===== src/rtl/ttt_pkg.sv =====
// Package: ttt_pkg
// Shared encodings and board helpers for the tic-tac-toe move sequencer.
//   cell_e      : 2-bit cell code as carried on the core board bus
//   winner_e    : 2-bit game result code returned by the core
//   win_line()  : the three cell indices of each of the 8 winning lines
//   cell_at()   : extract one cell from the 18-bit board (out-of-range reads as occupied)
//   line_win()  : true when any line holds three of the given mark
package ttt_pkg;

    typedef enum logic [1:0] {
        CellEmpty  = 2'b00,
        CellPlayer = 2'b01,
        CellComp   = 2'b10,
        CellBad    = 2'b11
    } cell_e;

    typedef enum logic [1:0] {
        WinNone   = 2'b00,
        WinPlayer = 2'b01,
        WinComp   = 2'b10,
        WinDraw   = 2'b11
    } winner_e;

    localparam int         NumCells   = 9;
    localparam int         NumLines   = 8;
    localparam logic [3:0] NoCell     = 4'hF;
    // Bit i set for cell i.
    localparam logic [8:0] CornerMask = 9'h145;  // cells 0,2,6,8
    localparam logic [8:0] EdgeMask   = 9'h0AA;  // cells 1,3,5,7

    // Returns {a, b, c} cell indices of line l, 4 bits each.
    function automatic logic [11:0] win_line(input int l);
        logic [11:0] t;
        case (l)
            0:       t = {4'd0, 4'd1, 4'd2};
            1:       t = {4'd3, 4'd4, 4'd5};
            2:       t = {4'd6, 4'd7, 4'd8};
            3:       t = {4'd0, 4'd3, 4'd6};
            4:       t = {4'd1, 4'd4, 4'd7};
            5:       t = {4'd2, 4'd5, 4'd8};
            6:       t = {4'd0, 4'd4, 4'd8};
            default: t = {4'd2, 4'd4, 4'd6};
        endcase
        return t;
    endfunction

    function automatic logic [1:0] cell_at(input logic [17:0] b, input logic [3:0] idx);
        logic [1:0] c;
        c = CellBad;
        for (int k = 0; k < NumCells; k++) begin
            if (idx == 4'(k)) c = b[2*k +: 2];
        end
        return c;
    endfunction

    function automatic logic line_win(input logic [17:0] b, input cell_e mark);
        logic        hit;
        logic [11:0] t;
        hit = 1'b0;
        for (int l = 0; l < NumLines; l++) begin
            t = win_line(l);
            if (cell_at(b, t[11:8]) == mark && cell_at(b, t[7:4]) == mark &&
                cell_at(b, t[3:0]) == mark) begin
                hit = 1'b1;
            end
        end
        return hit;
    endfunction

endpackage


===== src/rtl/ttt_move_pick.sv =====
// Module: ttt_move_pick
// Combinational computer-move chooser.
//   i_board    [17:0] board to evaluate (player move already overlaid)
//   i_strategy        0: lowest free cell; 1: win > block > centre > corner > edge
//   o_cell     [3:0]  chosen cell 0..8, or 4'hF when no cell is free
module ttt_move_pick
    import ttt_pkg::*;
(
    input  logic [17:0] i_board,
    input  logic        i_strategy,
    output logic [3:0]  o_cell
);

    logic [8:0] w_free;
    logic [8:0] w_win;
    logic [8:0] w_block;

    // Cells that would complete a line of three of mark m.
    function automatic logic [8:0] finish_mask(input logic [17:0] b, input cell_e m);
        logic [8:0]  mask;
        logic [11:0] t;
        logic [1:0]  ca, cb, cc;
        mask = '0;
        for (int l = 0; l < NumLines; l++) begin
            t  = win_line(l);
            ca = cell_at(b, t[11:8]);
            cb = cell_at(b, t[7:4]);
            cc = cell_at(b, t[3:0]);
            if (ca == m && cb == m && cc == CellEmpty) mask[t[3:0]]  = 1'b1;
            if (ca == m && cc == m && cb == CellEmpty) mask[t[7:4]]  = 1'b1;
            if (cb == m && cc == m && ca == CellEmpty) mask[t[11:8]] = 1'b1;
        end
        return mask;
    endfunction

    function automatic logic [3:0] lowest_set(input logic [8:0] m);
        logic [3:0] r;
        r = NoCell;
        for (int i = NumCells - 1; i >= 0; i--) begin
            if (m[i]) r = 4'(i);
        end
        return r;
    endfunction

    always_comb begin
        w_free = '0;
        for (int k = 0; k < NumCells; k++) begin
            w_free[k] = (i_board[2*k +: 2] == CellEmpty);
        end
        w_win   = finish_mask(i_board, CellComp);
        w_block = finish_mask(i_board, CellPlayer);
    end

    always_comb begin
        o_cell = NoCell;
        if (!i_strategy) begin
            o_cell = lowest_set(w_free);
        end else if (|w_win) begin
            o_cell = lowest_set(w_win);
        end else if (|w_block) begin
            o_cell = lowest_set(w_block);
        end else if (w_free[4]) begin
            o_cell = 4'd4;
        end else if (|(w_free & CornerMask)) begin
            o_cell = lowest_set(w_free & CornerMask);
        end else begin
            // Yields NoCell when the board is full.
            o_cell = lowest_set(w_free & EdgeMask);
        end
    end

endmodule


===== src/rtl/ttt_move_sequencer.sv =====
// Module: ttt_move_sequencer
// Drives the tic-tac-toe core move interface: validates one player request, picks the
// computer reply, strobes play then comp, waits for the core to settle, and stops in
// DONE once the core reports a result.
//   clock, reset_n      clock and asynchronous active-low reset
//   btn_valid, btn_pos  one-cycle player move request, cell 0..8
//   board, winner       board state and result from the core
//   play, comp          one-cycle move strobes to the core
//   player, computer    cells presented to the core with the strobes
//   busy                high in every state except idle
//   illegal             one-cycle pulse when a request is rejected
//   game_over           high once the game has ended
module ttt_move_sequencer
    import ttt_pkg::*;
#(
    parameter int unsigned SETTLE_CYC = 2,
    parameter int unsigned STRATEGY   = 1
) (
    input  logic        clock,
    input  logic        reset_n,
    input  logic        btn_valid,
    input  logic [3:0]  btn_pos,
    input  logic [17:0] board,
    input  logic [1:0]  winner,
    output logic        play,
    output logic        comp,
    output logic [3:0]  player,
    output logic [3:0]  computer,
    output logic        busy,
    output logic        illegal,
    output logic        game_over
);

    typedef enum logic [2:0] {
        StIdle,
        StPick,
        StPlay,
        StComp,
        StSettle,
        StDone
    } state_e;

    localparam logic [3:0] SettleLast = 4'(SETTLE_CYC - 1);

    state_e      r_state,    w_state_next;
    logic [3:0]  r_player,   w_player_next;
    logic [3:0]  r_computer, w_computer_next;
    logic [17:0] r_board,    w_board_next;
    logic        r_skip,     w_skip_next;
    logic        r_illegal,  w_illegal_next;
    logic [3:0]  r_settle,   w_settle_next;

    logic        w_legal;
    logic [17:0] w_overlay;
    logic [3:0]  w_pick;

    // cell_at reports out-of-range positions as occupied, covering btn_pos > 8.
    assign w_legal = (btn_pos <= 4'd8) && (cell_at(board, btn_pos) == CellEmpty) &&
                     (winner == WinNone);

    // Board as it will look once the accepted player move lands.
    always_comb begin
        w_overlay = r_board;
        for (int k = 0; k < NumCells; k++) begin
            if (r_player == 4'(k)) w_overlay[2*k +: 2] = CellPlayer;
        end
    end

    ttt_move_pick u_pick (
        .i_board    (w_overlay),
        .i_strategy (STRATEGY != 0),
        .o_cell     (w_pick)
    );

    always_ff @(posedge clock or negedge reset_n) begin
        if (!reset_n) begin
            r_state    <= StIdle;
            r_player   <= 4'd0;
            r_computer <= 4'd0;
            r_board    <= '0;
            r_skip     <= 1'b0;
            r_illegal  <= 1'b0;
            r_settle   <= 4'd0;
        end else begin
            r_state    <= w_state_next;
            r_player   <= w_player_next;
            r_computer <= w_computer_next;
            r_board    <= w_board_next;
            r_skip     <= w_skip_next;
            r_illegal  <= w_illegal_next;
            r_settle   <= w_settle_next;
        end
    end

    always_comb begin
        w_state_next    = r_state;
        w_player_next   = r_player;
        w_computer_next = r_computer;
        w_board_next    = r_board;
        w_skip_next     = r_skip;
        w_illegal_next  = 1'b0;
        w_settle_next   = r_settle;

        unique case (r_state)
            StIdle: begin
                if (btn_valid) begin
                    if (w_legal) begin
                        w_player_next = btn_pos;
                        w_board_next  = board;
                        w_state_next  = StPick;
                    end else begin
                        w_illegal_next = 1'b1;
                    end
                end
            end
            StPick: begin
                w_computer_next = w_pick;
                // No reply when the player just won or filled the last cell.
                w_skip_next     = line_win(w_overlay, CellPlayer) || (w_pick == NoCell);
                w_state_next    = StPlay;
            end
            StPlay: begin
                w_state_next = StComp;
            end
            StComp: begin
                w_settle_next = 4'd0;
                w_state_next  = StSettle;
            end
            StSettle: begin
                if (r_settle == SettleLast) begin
                    w_state_next = (winner != WinNone) ? StDone : StIdle;
                end else begin
                    w_settle_next = r_settle + 4'd1;
                end
            end
            StDone: begin
                if (btn_valid) w_illegal_next = 1'b1;
            end
            default: begin
                w_state_next = StIdle;
            end
        endcase
    end

    always_comb begin
        play      = (r_state == StPlay);
        comp      = (r_state == StComp) && !r_skip;
        busy      = (r_state != StIdle);
        game_over = (r_state == StDone);
        illegal   = r_illegal;
        player    = r_player;
        computer  = r_computer;
    end

endmodule


===== config.mk =====
export PLATFORM = sky130hd
export DESIGN_NAME = ttt_move_sequencer
export DESIGN_NICKNAME = d
export VERILOG_FILES = /design/src/rtl/ttt_pkg.sv /design/src/rtl/ttt_move_pick.sv /design/src/rtl/ttt_move_sequencer.sv
export SDC_FILE = /design/constraint.sdc
export NUM_CORES = 1
export LEC_CHECK = 0
export CAP_MARGIN = 10
export CORE_MARGIN = 2
export CORE_UTILIZATION = 30
export CTS_CLUSTER_SIZE = 10
export DETAILED_ROUTE_END_ITERATION = 7
export DONT_BUFFER_PORTS = 1
export RECOVER_POWER = 25
export SYNTH_ARGS = -nofsm -noshare
export SYNTH_HDL_FRONTEND = slang
export SYNTH_SLANG_ARGS = --single-unit

===== constraint.sdc =====
create_clock -name clock -period 2.7 [get_ports clock]
set_input_delay 0.405 -clock clock [delete_from_list [all_inputs] [get_ports clock]]
set_output_delay 0.405 -clock clock [all_outputs]
set_load 0.02 [all_outputs]

# --- Word-level counts from Yosys, hierarchy flattened ---
# Index checks and enable logic that the tools add are counted.
totals:
  regBits: 35
  inputBits: 27
  out_inout_bits: 13
  word_cells: 1122
op_classes:
  n_addsub: 1
  magnitude_cmp: 1
  n_eq_ne: 261
  n_mux: 687
  bitwise: 1
  reduce_logical: 164
ops:
  columns: ["op", "count"]
  rows:
  - ["two-way mux 2 bit", 454]
  - ["two-way mux 4 bit", 143]
  - ["equality test 4 x 3 -> 1 bit, second input constant", 104]
  - ["equality test 4 x 2 -> 1 bit, second input constant", 52]
  - ["logical AND 1 bit", 115]
  - ["equality test 4 x 1 -> 1 bit, second input constant", 27]
  - ["equality test 4 bit, second input constant", 27]
  - ["zero test 4 bit", 26]
  - ["two-way mux 12 bit", 8]
  - ["two-way mux 18 bit", 5]
  - ["equality test 2 x 1 -> 1 bit, second input constant", 33]
  - ["two-way mux 9 bit", 6]
  - ["two-way mux 3 bit", 17]
  - ["two-way mux 7 bit", 6]
  - ["two-way mux 5 bit", 8]
  - ["two-way mux 8 bit", 4]
  - ["two-way mux 1 bit", 29]
  - ["two-way mux 6 bit", 4]
  - ["zero test 2 bit", 11]
  - ["equality test 2 bit, second input constant", 9]
  - ["one-hot mux 3 bit (6 select lines)", 1]
  - ["OR reduction 9 bit", 2]
  - ["inequality test 2 bit, second input constant", 4]
  - ["one-hot mux 4 bit (2 select lines)", 1]
  - ["other kinds (16)", 19]

# --- Depth between registers and ports, before layout ---
# Gate-level depths: netlist of run 1.
logic_depth:
  word_depth: 80
  depth_mapped: 10
  depth_no_buf: 8

# --- Hierarchy ---
# A second synthesis of run 1 with hierarchy kept.
unflattened:
  cells_unflattened: 367
  area_unflattened_um2: 3364.5
modules_own_cells:
  columns: ["mod", "instances", "cells_each", "area_per_inst_um2", "seq_area_each_um2"]
  rows:
  - ["ttt_move_sequencer", 1, 204, 2098.3, 875.8]
  - ["ttt_move_pick", 1, 163, 1266.2, 0.0]

# --- Worst setup path before layout of run 1 ---
# No wires, ideal clock.
synth_timing:
  path_kind: "reg2reg"
  start: "reg r_player[2] (netlist: player[2])"
  end: "reg r_computer[1] (netlist: computer[1])"
  t_arrival_ns: 2.264
  setup_slack_ns: 0.315
  stages_incl_launch_ff: 10
  synth_period_minus_slack_ns: 2.385
  cell_sequence: "dfrtp_1 > buf_4 > or4b_4 > nand3b_2 > o22ai_1 > o21ai_2 > nand4_1 > nor3_2 > o311ai_1 > a22o_1"
synth_via:
  elab_chain_cells: 53
synth_rtl:
  columns: ["item", "line", "text"]
  rows:
  - ["start: declaration", "ttt_move_sequencer.sv:46", "logic [3:0] r_player, w_player_next;"]
  - ["start signal: assignment", "ttt_move_sequencer.sv:86", "r_player <= w_player_next;"]
  - ["equality test 4 bit", "ttt_move_sequencer.sv:65", "if (r_player == 4'(k)) w_overlay[2*k +: 2] = CellPlayer;"]
  - ["two-way mux 2 bit", "ttt_move_sequencer.sv:65", null]
  - ["zero test 2 bit", "ttt_move_pick.sv:29, ttt_move_pick.sv:48", null]
  - ["two-way mux 3 bit", null, null]
  - ["two-way mux 4 bit", "ttt_move_pick.sv:64", "end else if (|(w_free & CornerMask)) begin"]
  - ["two-way mux 4 bit", "ttt_move_pick.sv:62", "end else if (w_free[4]) begin"]
  - ["two-way mux 4 bit", "ttt_move_pick.sv:60", "end else if (|w_block) begin"]
  - ["two-way mux 4 bit", "ttt_move_pick.sv:58", "end else if (|w_win) begin"]
  - ["(+37 left out)", null, null]
  - ["two-way mux 4 bit", "ttt_move_pick.sv:60", null]
  - ["two-way mux 4 bit", "ttt_move_pick.sv:58", null]
  - ["two-way mux 4 bit", "ttt_move_pick.sv:62", null]
  - ["two-way mux 4 bit", "ttt_move_pick.sv:60", null]
  - ["two-way mux 4 bit", "ttt_move_pick.sv:58", null]
  - ["two-way mux 4 bit", "ttt_move_pick.sv:60", null]
  - ["two-way mux 4 bit", "ttt_move_pick.sv:58", null]
  - ["two-way mux 4 bit (*)", "ttt_move_pick.sv:58", null]
  - ["end signal: assignment", "ttt_move_sequencer.sv:87", "r_computer <= w_computer_next;"]
  - ["end: declaration", "ttt_move_sequencer.sv:47", "logic [3:0] r_computer, w_computer_next;"]
# Every way passes the cells marked *; elsewhere a longest branch is shown, timed or not. The select of a mux whose other input is x is not followed.
# A chain may end at the register's enable or synchronous reset.

# --- Worst setup path in the final report of run 1 ---
layout_timing:
  start: "reg r_player[0] (netlist: player[0])"
  end: "reg r_computer[1] (netlist: computer[1])"
# The elaborated chain is that of the path after synthesis.

==> results.ini, run 1 <==
[setup_path]
cp_top_family=simple AND/OR/NAND/NOR gates
startpoint=player[0]$_DFFE_PN0P_
r2r_slack_ps=160
cp_data_required_time_ps=2890
r2r-end=computer[1]$_DFFE_PN0P_
worstPathCellList=or4b_1, nand3b_2, o22ai_1, o21ai_1, nand4_1, nor3_2, o311ai_1, a22o_1
cp-endpoint=computer[1]$_DFFE_PN0P_
worst-path-buf-inv=0
crit_type=flip-flop to flip-flop
reg2reg_from=player[0]$_DFFE_PN0P_
end_kind=flip-flop
crit_fanout=13
reg2regPathDepth=8
critPathSlowestCell=or4b_1
cpPeakStageDelay_ps=620
worstSetupStartpointType=flip-flop
cp.arrival_ps=2730
path_depth=8

[sta]
worst_pin_slew_ps=1570
period_needed_ps=2540
skew_ps=3.22
setup_viol=0
slew_headroom_pct=-4.78
fin_tns_setup_ps=0
finalCritPeriodShare_pct=94.2
fmax_ghz=0.393
final_hold_viol_count=0
rsz0062_at_grt=false
finalWorstSetupSlack_ps=158
final-max-slew-violation-count=36

[yosys]
synth-edff-count=0
synth_fp_nets=331
yosys.area_share.adder_pct=0.925
synth_area_sq_mm=0.00270
synth-async-reset-ratio_pct=100
yosysWarningCount=0
synth.distinct_cells=62
synth_compound_area_share_pct=21.3
avgSynthCellArea_sq_um=8.95
synth_top_family_by_area=simple AND/OR/NAND/NOR gates
ys_ff_latch=35
synthCells=302
synth_flop_cell=dfrtp_1
synthSimpleGateAreaFrac_pct=32.8
synth-xor-area-share_pct=0.324
seq_area_frac_synth_pct=32.4
synth.area.mux_share_pct=9.16

[routing]
drtPass1Iterations=5
drt-initial-drc-count=219
ant_nets=0
viasPerCell=5.89
routed_wl_mm=7.56
avgRoutedWirePerCell_um=17.4
via_count=2563
drc=0

[placement]
place_ws_ps=84.4
portBuffers=0
dpl.hpwl_mm=5.80
gp_congestion=0.903
place_area_sq_mm=0.00294

[power_and_ir_drop]
peakVddDrop_mv=0.492
clock_power_share_pct=11.0
pwr-share-comb_pct=62.6
p_leak_nw=1.25
p_seq_share_pct=26.4
p_total_mw=4.40
power_density_mw_per_mm2=1400
p_int_mw=2.32
p_switching_mw=2.08
netSwitchingFraction_pct=47.3

[final_layout]
regArea_sq_um=881
multiInputGateArea_sq_mm=0.00176
nFillCells=870
final_area_sq_mm=0.00313
drive_above_1_share_pct=22.0
final_core_util_pct=35.9
final_nets=355
num_antenna_cells=0
syn2layout_area_growth_pct=15.9

[global_routing]
grt_use_total_pct=16.0
grt_pass1_wl_mm=12.6
grt_pass1_vias=2469
grt_max_degree=36
overflow=0
antenna_found_initial=0

[floorplan]
pin_count=40
die_area_sq_mm=0.00979
start_util_pct=31.0
core_area_sq_mm=0.00872
die_w_um=98.9
row_count=34
dieHeight_um=98.9

[clock_network]
clockRootBuffer=clkbuf_8
cts.path.max_buffers=2
cts_tree=done
clock-sinks=35
clock_latency_ps=300
cts_buffers=5
clkTransAtPathRegs_ps=80
h-tree-depth=2

[outcome]
status=finished with violations
violations=max-capacitance violations, max-slew violations

[flow_run]
drv_cap=1

[min_path]
min_path_type=input port to flip-flop

==> area by class of cell <==
class	instances	area share, %
clock inverter	3	1.40
tap	108	4.31
inverter	3	0.359
sequential	35	28.1
clock buffer	5	2.20
multi-input combinational	252	56.0
timing repair buffer	29	7.58
==> cells in the mapped netlist, types with 6 or more instances <==
library cell   n  area share, %
a21oi_1       10            1.9
a22oi_1        8            2.2
o21ai_0        8            1.5
or3_1          6            1.4
o21ai_1        7            1.3
nor3_1        15            2.8
nand2_1       20            2.8
nand2b_1       8            1.9
o22ai_1       22            5.1
dfrtp_1       35             32
mux2_1        12            5.0
nor2_1        30            4.2
nor2b_1       10            2.3
nand3_1        7            1.3
mux2_2        10            4.2
==> stage by stage <==
stage                     hold slack (ps)  cells
after floorplan                       109    302
after global placement                111    419
after detailed placement              111    419
after CTS                             206    429
after global routing                  203    435
final                                 215    435
==> metal layers <==
layer	global-route usage [%]	share of wire, %
met1	20.5	46
met2	24.8	44
met3	5.04	7.4
met4	6.53	2.8
met5	0	0
==> worst register-to-register path, delay by kind of cell, from the launching register on <==
kind,cells,cell delay (ps)
flops,1,490
compound gates,4,680
simple gates,4,1270
==> flip-flops by register name, summed over array words and instances (netlist names) <==
signal	count
r_board	18
illegal	1
player	4
r_state	3
r_skip	1
r_settle	4
computer	4
==> worst min path at each step <==
stage,slack [ps],to,startpoint,cells after the start
detailed placement,110,computer[3]$_DFFE_PN0P_,reset_n,0
global route,200,illegal$_DFF_PN0_,btn_valid,1
finish,220,illegal$_DFF_PN0_,btn_valid,1
CTS,210,illegal$_DFF_PN0_,btn_valid,1
floorplan,110,computer[0]$_DFFE_PN0P_,reset_n,0
global placement,110,computer[3]$_DFFE_PN0P_,reset_n,0
==> power by group through the flow <==
| stage | clock, mW | sequential, mW | combinational, mW |
|---|---|---|---|
| after floorplan | 0 | 1.05 | 1.92 |
| after global placement | 0 | 1.14 | 2.52 |
| after detailed placement | 0 | 1.16 | 2.55 |
| after CTS | 0.501 | 1.15 | 2.57 |
| after global routing | 0.529 | 1.22 | 3.03 |
| final | 0.484 | 1.16 | 2.75 |
==> what timing repair did <==
| item | CTS | global route |
|---|---|---|
| gates resized for setup | 0 | 8 |
| setup buffers | 0 | 6 |
| hold buffers | 2 | 0 |
| endpoints found under the hold margin | 35 | 0 |
| setup endpoints to repair | 0 | 3 |
==> layout by cell type, fill, tap and decap left out, drive strengths merged, types with 4 or more instances in the layout <==
| cell type | netlist | layout |
|---|---|---|
| dfrtp | 35 | 35 |
| nand3b | 6 | 6 |
| nor2 | 32 | 32 |
| nor2b | 10 | 10 |
| clkbuf | 5 | 5 |
| o21ai | 16 | 16 |
| nor4b | 5 | 5 |
| buf | 7 | 27 |
| nand2b | 8 | 8 |
| nor3 | 17 | 17 |
| o22ai | 22 | 22 |
| a21oi | 10 | 10 |
| nand2 | 20 | 20 |
| or3 | 6 | 6 |
| nor4 | 4 | 4 |
| nand3 | 7 | 7 |
| or4b | 4 | 4 |
| a22oi | 8 | 8 |
| mux2 | 22 | 22 |
==> logic make-up after synthesis <==
family                     count (synthesis)
muxes                                     22
adders and majority gates                  2
xor gates and xnor gates                   1
buffers and inverters                     15
and+or+nand+nor                          141
DFF                                       35
AOI/OAI and AO/OA                         86
Note: power is estimated with default switching activity, not from simulation.
==> inputs of run 2 (changes only) <==
--- a/config.mk
+++ b/config.mk
@@ -14,2 +14,3 @@
 export RECOVER_POWER = 25
+export SLEW_MARGIN = 20
 export SYNTH_ARGS = -nofsm -noshare
==> constraint.sdc (replaced) <==
create_clock -name clock -period 3 [get_ports clock]
set_input_delay 0.45 -clock clock [delete_from_list [all_inputs] [get_ports clock]]
set_output_delay 0.45 -clock clock [all_outputs]
set_load 0.1 [all_outputs]
==> run 2 against run 1 <==
  * Routed wire length fell by 0.87%
  * Clock-buffer cell count is 1 higher
  * Worst hold slack improved by 56 ps
  * Non-clock buffer count shrank 17
  * Global-route usage barely moved
  * The flow still finishes with violations (max-capacitance violations, max-slew violations)
  * Flip-flop and latch count did not move
  * Via count decreased by 3.0%
  * Critical path depth stayed put
  * Maximum frequency decreased by 7.0%
  * Worst setup slack better by 110 ps
  * Sequential share of layout area rose by 1.1 points
  * Critical path type unchanged
==> results.ini, run 2 (synthesis results as in run 1) <==
[final_layout]
num_antenna_cells=0  ; unchanged
syn2layout_area_growth_pct=10.8  ; was 15.9%
drive_above_1_share_pct=15.5  ; was 22.0%
final_nets=338  ; was 355
final_cell_mix=35 x dfrtp_1, 29 x nor2_1, 22 x o22ai_1, 20 x nand2_1, 15 x nor3_1  ; was 31 x dfrtp_1, 30 x nor2_1, 26 x buf_4, 22 x o22ai_1, 20 x nand2_1
largest_reg_flops=18  ; unchanged
regMostFlops=r_board  ; unchanged
final_common_cell=dfrtp_1  ; unchanged
finalNonFillerCells=417  ; was 435

[sta]
period_needed_ps=2730  ; was 2540 ps
fmax_ghz=0.366  ; was 0.393 GHz
finalCritPeriodShare_pct=91.1  ; was 94.2%
final_hold_viol_count=0  ; unchanged
final-max-slew-violation-count=36  ; unchanged
fin_tns_setup_ps=0  ; unchanged
skew_ps=12.1  ; was 3.22 ps
rsz0062_at_grt=false  ; unchanged
worst_pin_slew_ps=1860  ; was 1570 ps
hold_ws_ps=271  ; was 215 ps
setup_viol=0  ; unchanged
slew_headroom_pct=-24.2  ; was -4.78%

[clock_network]
cts_buffers=5  ; unchanged
cts_resized=0  ; unchanged
cts.path.max_buffers=2  ; unchanged
postCtsHoldBufs=2  ; unchanged
clkTransAtPathRegs_ps=80  ; about the same
h-tree-depth=2  ; unchanged
postCtsSetupBuffers=0  ; unchanged
clock_latency_ps=290  ; was 300 ps
clockRootBuffer=clkbuf_8  ; unchanged
cts_tree=done  ; unchanged
clock-sinks=35  ; unchanged

[global_routing]
grt_pass1_wl_mm=12.5  ; was 12.6 mm
overflow=0  ; unchanged
grt_max_degree=36  ; unchanged
antenna_found_initial=0  ; unchanged
grt_pass1_vias=2440  ; was 2469
grt_use_total_pct=15.9  ; was 16.0%

[setup_path]
end_kind=flip-flop  ; unchanged
cp.arrival_ps=2920  ; was 2730 ps
cp_data_required_time_ps=3190  ; was 2890 ps
crit_fanout=17  ; was 13
worstSetupStartpointType=flip-flop  ; unchanged
crit_type=flip-flop to flip-flop  ; unchanged

[flow_run]
drv_cap=1  ; unchanged

[min_path]
min_path_type=input port to flip-flop  ; unchanged

[outcome]
status=finished with violations  ; unchanged
violations=max-capacitance violations, max-slew violations  ; unchanged

[routing]
via_count=2486  ; was 2563
drc=0  ; unchanged
routed_wl_mm=7.49  ; was 7.56 mm
ant_nets=0  ; unchanged
drtPass1Iterations=5  ; unchanged
viasPerCell=5.96  ; was 5.89
avgRoutedWirePerCell_um=18.0  ; was 17.4 um
drt-initial-drc-count=161  ; was 219

[placement]
gp_congestion=0.951  ; was 0.903
portBuffers=0  ; unchanged
place_inst=408  ; was 419
dpl.hpwl_mm=5.84  ; was 5.80 mm

[floorplan]
die_w_um=98.9  ; unchanged
core_area_sq_mm=0.00872  ; unchanged
pin_count=40  ; unchanged
die_area_sq_mm=0.00979  ; unchanged
dieHeight_um=98.9  ; unchanged
row_count=34  ; unchanged
start_util_pct=31.0  ; unchanged

==> run 2: area by class of cell <==
cell class	instances	area, sq um
Clock buffer	6	72.6
Clock inverter	1	30.0
Fill cell	883	5730
Inverter	3	11.3
Multi-Input combinational cell	252	1770
Sequential cell	35	876
Tap cell	108	135
Timing Repair Buffer	12	101
==> run 2: per-stage QoR <==
step	worst slack [ps]	cell area, sq um	util (%)
after floorplan	191	2710	-
after global placement	432	2880	33.0
after detailed placement	334	2880	33.0
after CTS	333	3010	34.5
after global routing	49.4	3000	34.3
final	266	3000	34.3
==> run 2: path summary, 6_finish.rpt <==
check	from	to	slack, ps	cells past startpoint
max	player[1]$_DFFE_PN0P_	computer[1]$_DFFE_PN0P_	270	8
min	btn_valid	illegal$_DFF_PN0_	270	1
max reg2reg	player[1]$_DFFE_PN0P_	computer[1]$_DFFE_PN0P_	270	8
min reg2reg	r_board[11]$_DFFE_PN0P_	r_board[11]$_DFFE_PN0P_	530	1
max in group asynchronous	reset_n	r_board[16]$_DFFE_PN0P_	710	2
min in group asynchronous	reset_n	computer[1]$_DFFE_PN0P_	1200	2
==> run 2: routing by layer <==
layer	vias to the layer above	part of all wire (%)	wire length, um	track usage, %
met3	19	7.0	528	2.77
met4	0	2.2	165	5.48
met5	-	0	0	0
li1	1180	-	-	-
met2	108	45	3370	25.1
met1	1179	46	3430	22.1
==> run 2: worst max-delay path: stages, from the launching register on <==
cell	delay, ps
dfrtp_1	570
or4b_1	670
nand3b_1	250
o22ai_1	120
o21ai_1	200
nand4_1	200
nor3_2	270
o311ai_1	150
a22o_1	210
Power of run 2 is not shown: default switching activity piles up to over one toggle a cycle in this logic, so the estimate is an artifact.
==> inputs of run 3 (changes only) <==
- CORE_MARGIN: 2 -> 4
==> run 3 against run 2 <==
  * The run still ends with max-capacitance violations, max-slew violations left
  * Clock-buffer cell count stayed put
  * Worst setup slack gained 22 ps
  * Register-to-register slack improved by 20 ps
  * Die area up 8.2%
  * Via count is 0.44% lower
  * Routed wire length increased by 2.6%
==> results.ini, run 3 (synthesis results as in run 1) <==
[final_layout]
regArea_sq_um=876  ; unchanged
nFillCells=940  ; was 883
largest_reg_flops=18  ; unchanged
syn2layout_area_growth_pct=10.6  ; was 10.8%
final_cell_mix=35 x dfrtp_1, 29 x nor2_1, 22 x o22ai_1, 20 x nand2_1, 15 x nor3_1  ; unchanged
final_common_cell=dfrtp_1  ; unchanged
final_area_sq_mm=0.00299  ; was 0.00300 sq mm
multiInputGateArea_sq_mm=0.00177  ; unchanged
num_antenna_cells=0  ; unchanged
regMostFlops=r_board  ; unchanged
drive_above_1_share_pct=16.7  ; was 15.5%
final_nets=341  ; was 338
final_core_util_pct=34.1  ; was 34.3%
finalNonFillerCells=420  ; was 417

[sta]
rsz0062_at_grt=false  ; unchanged
finalCritPeriodShare_pct=90.4  ; was 91.1%
fmax_ghz=0.369  ; was 0.366 GHz
slew_headroom_pct=-27.0  ; was -24.2%
worst_pin_slew_ps=1900  ; was 1860 ps
period_needed_ps=2710  ; was 2730 ps
skew_ps=4.65  ; was 12.1 ps
final-max-slew-violation-count=36  ; unchanged
final_hold_viol_count=0  ; unchanged
setup_viol=0  ; unchanged
fin_tns_setup_ps=0  ; unchanged

[placement]
place_area_sq_mm=0.00289  ; was 0.00288 sq mm
dpl.hpwl_mm=6.04  ; was 5.84 mm
gp_congestion=0.912  ; was 0.951
place_inst=411  ; was 408
portBuffers=0  ; unchanged

[routing]
drc=0  ; unchanged
drt-initial-drc-count=170  ; was 161
drtPass1Iterations=6  ; was 5
viasPerCell=5.89  ; was 5.96
routed_wl_mm=7.69  ; was 7.49 mm
ant_nets=0  ; unchanged
avgRoutedWirePerCell_um=18.3  ; was 18.0 um
via_count=2475  ; was 2486

[clock_network]
h-tree-depth=2  ; unchanged
cts_resized=0  ; unchanged
clockRootBuffer=clkbuf_8  ; unchanged
clock-sinks=35  ; unchanged
cts_tree=done  ; unchanged
cts.path.max_buffers=2  ; unchanged
clkTransAtPathRegs_ps=70  ; was 80 ps
clock_latency_ps=280  ; was 290 ps
cts_buffers=5  ; unchanged

[setup_path]
startpoint=player[1]$_DFFE_PN0P_  ; unchanged
end_kind=flip-flop  ; unchanged
cp.arrival_ps=2890  ; was 2920 ps
crit_type=flip-flop to flip-flop  ; unchanged
reg2reg_from=player[1]$_DFFE_PN0P_  ; unchanged
crit_fanout=17  ; unchanged
cp_data_required_time_ps=3180  ; was 3190 ps
worstSetupStartpointType=flip-flop  ; unchanged
reg2regPathDepth=8  ; unchanged

[floorplan]
die_area_sq_mm=0.0106  ; was 0.00979 sq mm
row_count=34  ; unchanged
die_w_um=103  ; was 98.9 um
dieHeight_um=103  ; was 98.9 um
start_util_pct=30.9  ; was 31.0%
pin_count=40  ; unchanged
core_area_sq_mm=0.00876  ; was 0.00872 sq mm

[min_path]
whs_path_depth=1  ; unchanged
hold_path.startpoint=btn_valid  ; unchanged
min_path_type=input port to flip-flop  ; unchanged

[outcome]
violations=max-capacitance violations, max-slew violations  ; unchanged
status=finished with violations  ; unchanged

[global_routing]
grt_pass1_vias=2385  ; was 2440
grt_use_total_pct=15.0  ; was 15.9%
grt_pass1_wl_mm=12.5  ; about the same
antenna_found_initial=0  ; unchanged
grt_max_degree=36  ; unchanged
overflow=0  ; unchanged

[flow_run]
drv_cap=1  ; unchanged

-- run 3: final cells by class --
class,instances,area share [%]
Sequential cell,35,29.3
Multi-Input combinational cell,252,59.2
Timing Repair Buffer,15,3.72
Tap cell,108,4.52
Inverter,3,0.377
Clock inverter,1,0.167
Clock buffer,6,2.76
-- run 3: stage by stage --
stage / setup WS (ps) / hold WS, ps
finish: 288 / 279
global route: 31.2 / 275
CTS: 314 / 276
detailed placement: 328 / 156
global placement: 419 / 156
floorplan: 191 / 154
-- run 3: per-layer routing --
layer / vias up / part of all wire (%) / global-route usage [%]
met5: - / 0 / 0
met3: 16 / 8.4 / 3.99
met4: 0 / 2.5 / 5.38
met2: 110 / 44 / 22.8
li1: 1185 / - / -
met1: 1164 / 45 / 20.4
-- run 3: final timing paths --
check / to / slack, ps
worst max-delay path: computer[1]$_DFFE_PN0P_ / 290
worst min register to register: r_board[10]$_DFFE_PN0P_ / 550
max in group asynchronous: player[2]$_DFFE_PN0P_ / 660
worst max register to register: computer[1]$_DFFE_PN0P_ / 290
min in group asynchronous: computer[3]$_DFFE_PN0P_ / 1230
worst min-delay path: illegal$_DFF_PN0_ / 280
-- run 3: critical path, stage by stage, from the launching register on --
cell	delay, ps
dfrtp_1	560
or4b_1	650
nand3b_1	260
o22ai_1	110
o21ai_1	210
nand4_1	200
nor3_2	260
o311ai_1	140
a22o_1	210
-- run 3: what timing repair did --
action | in CTS | in global routing
buffers inserted | 0 | 0
hold endpoints to repair | 35 | 0
hold buffers | 2 | 0
Power of run 3 is left out for the same reason.
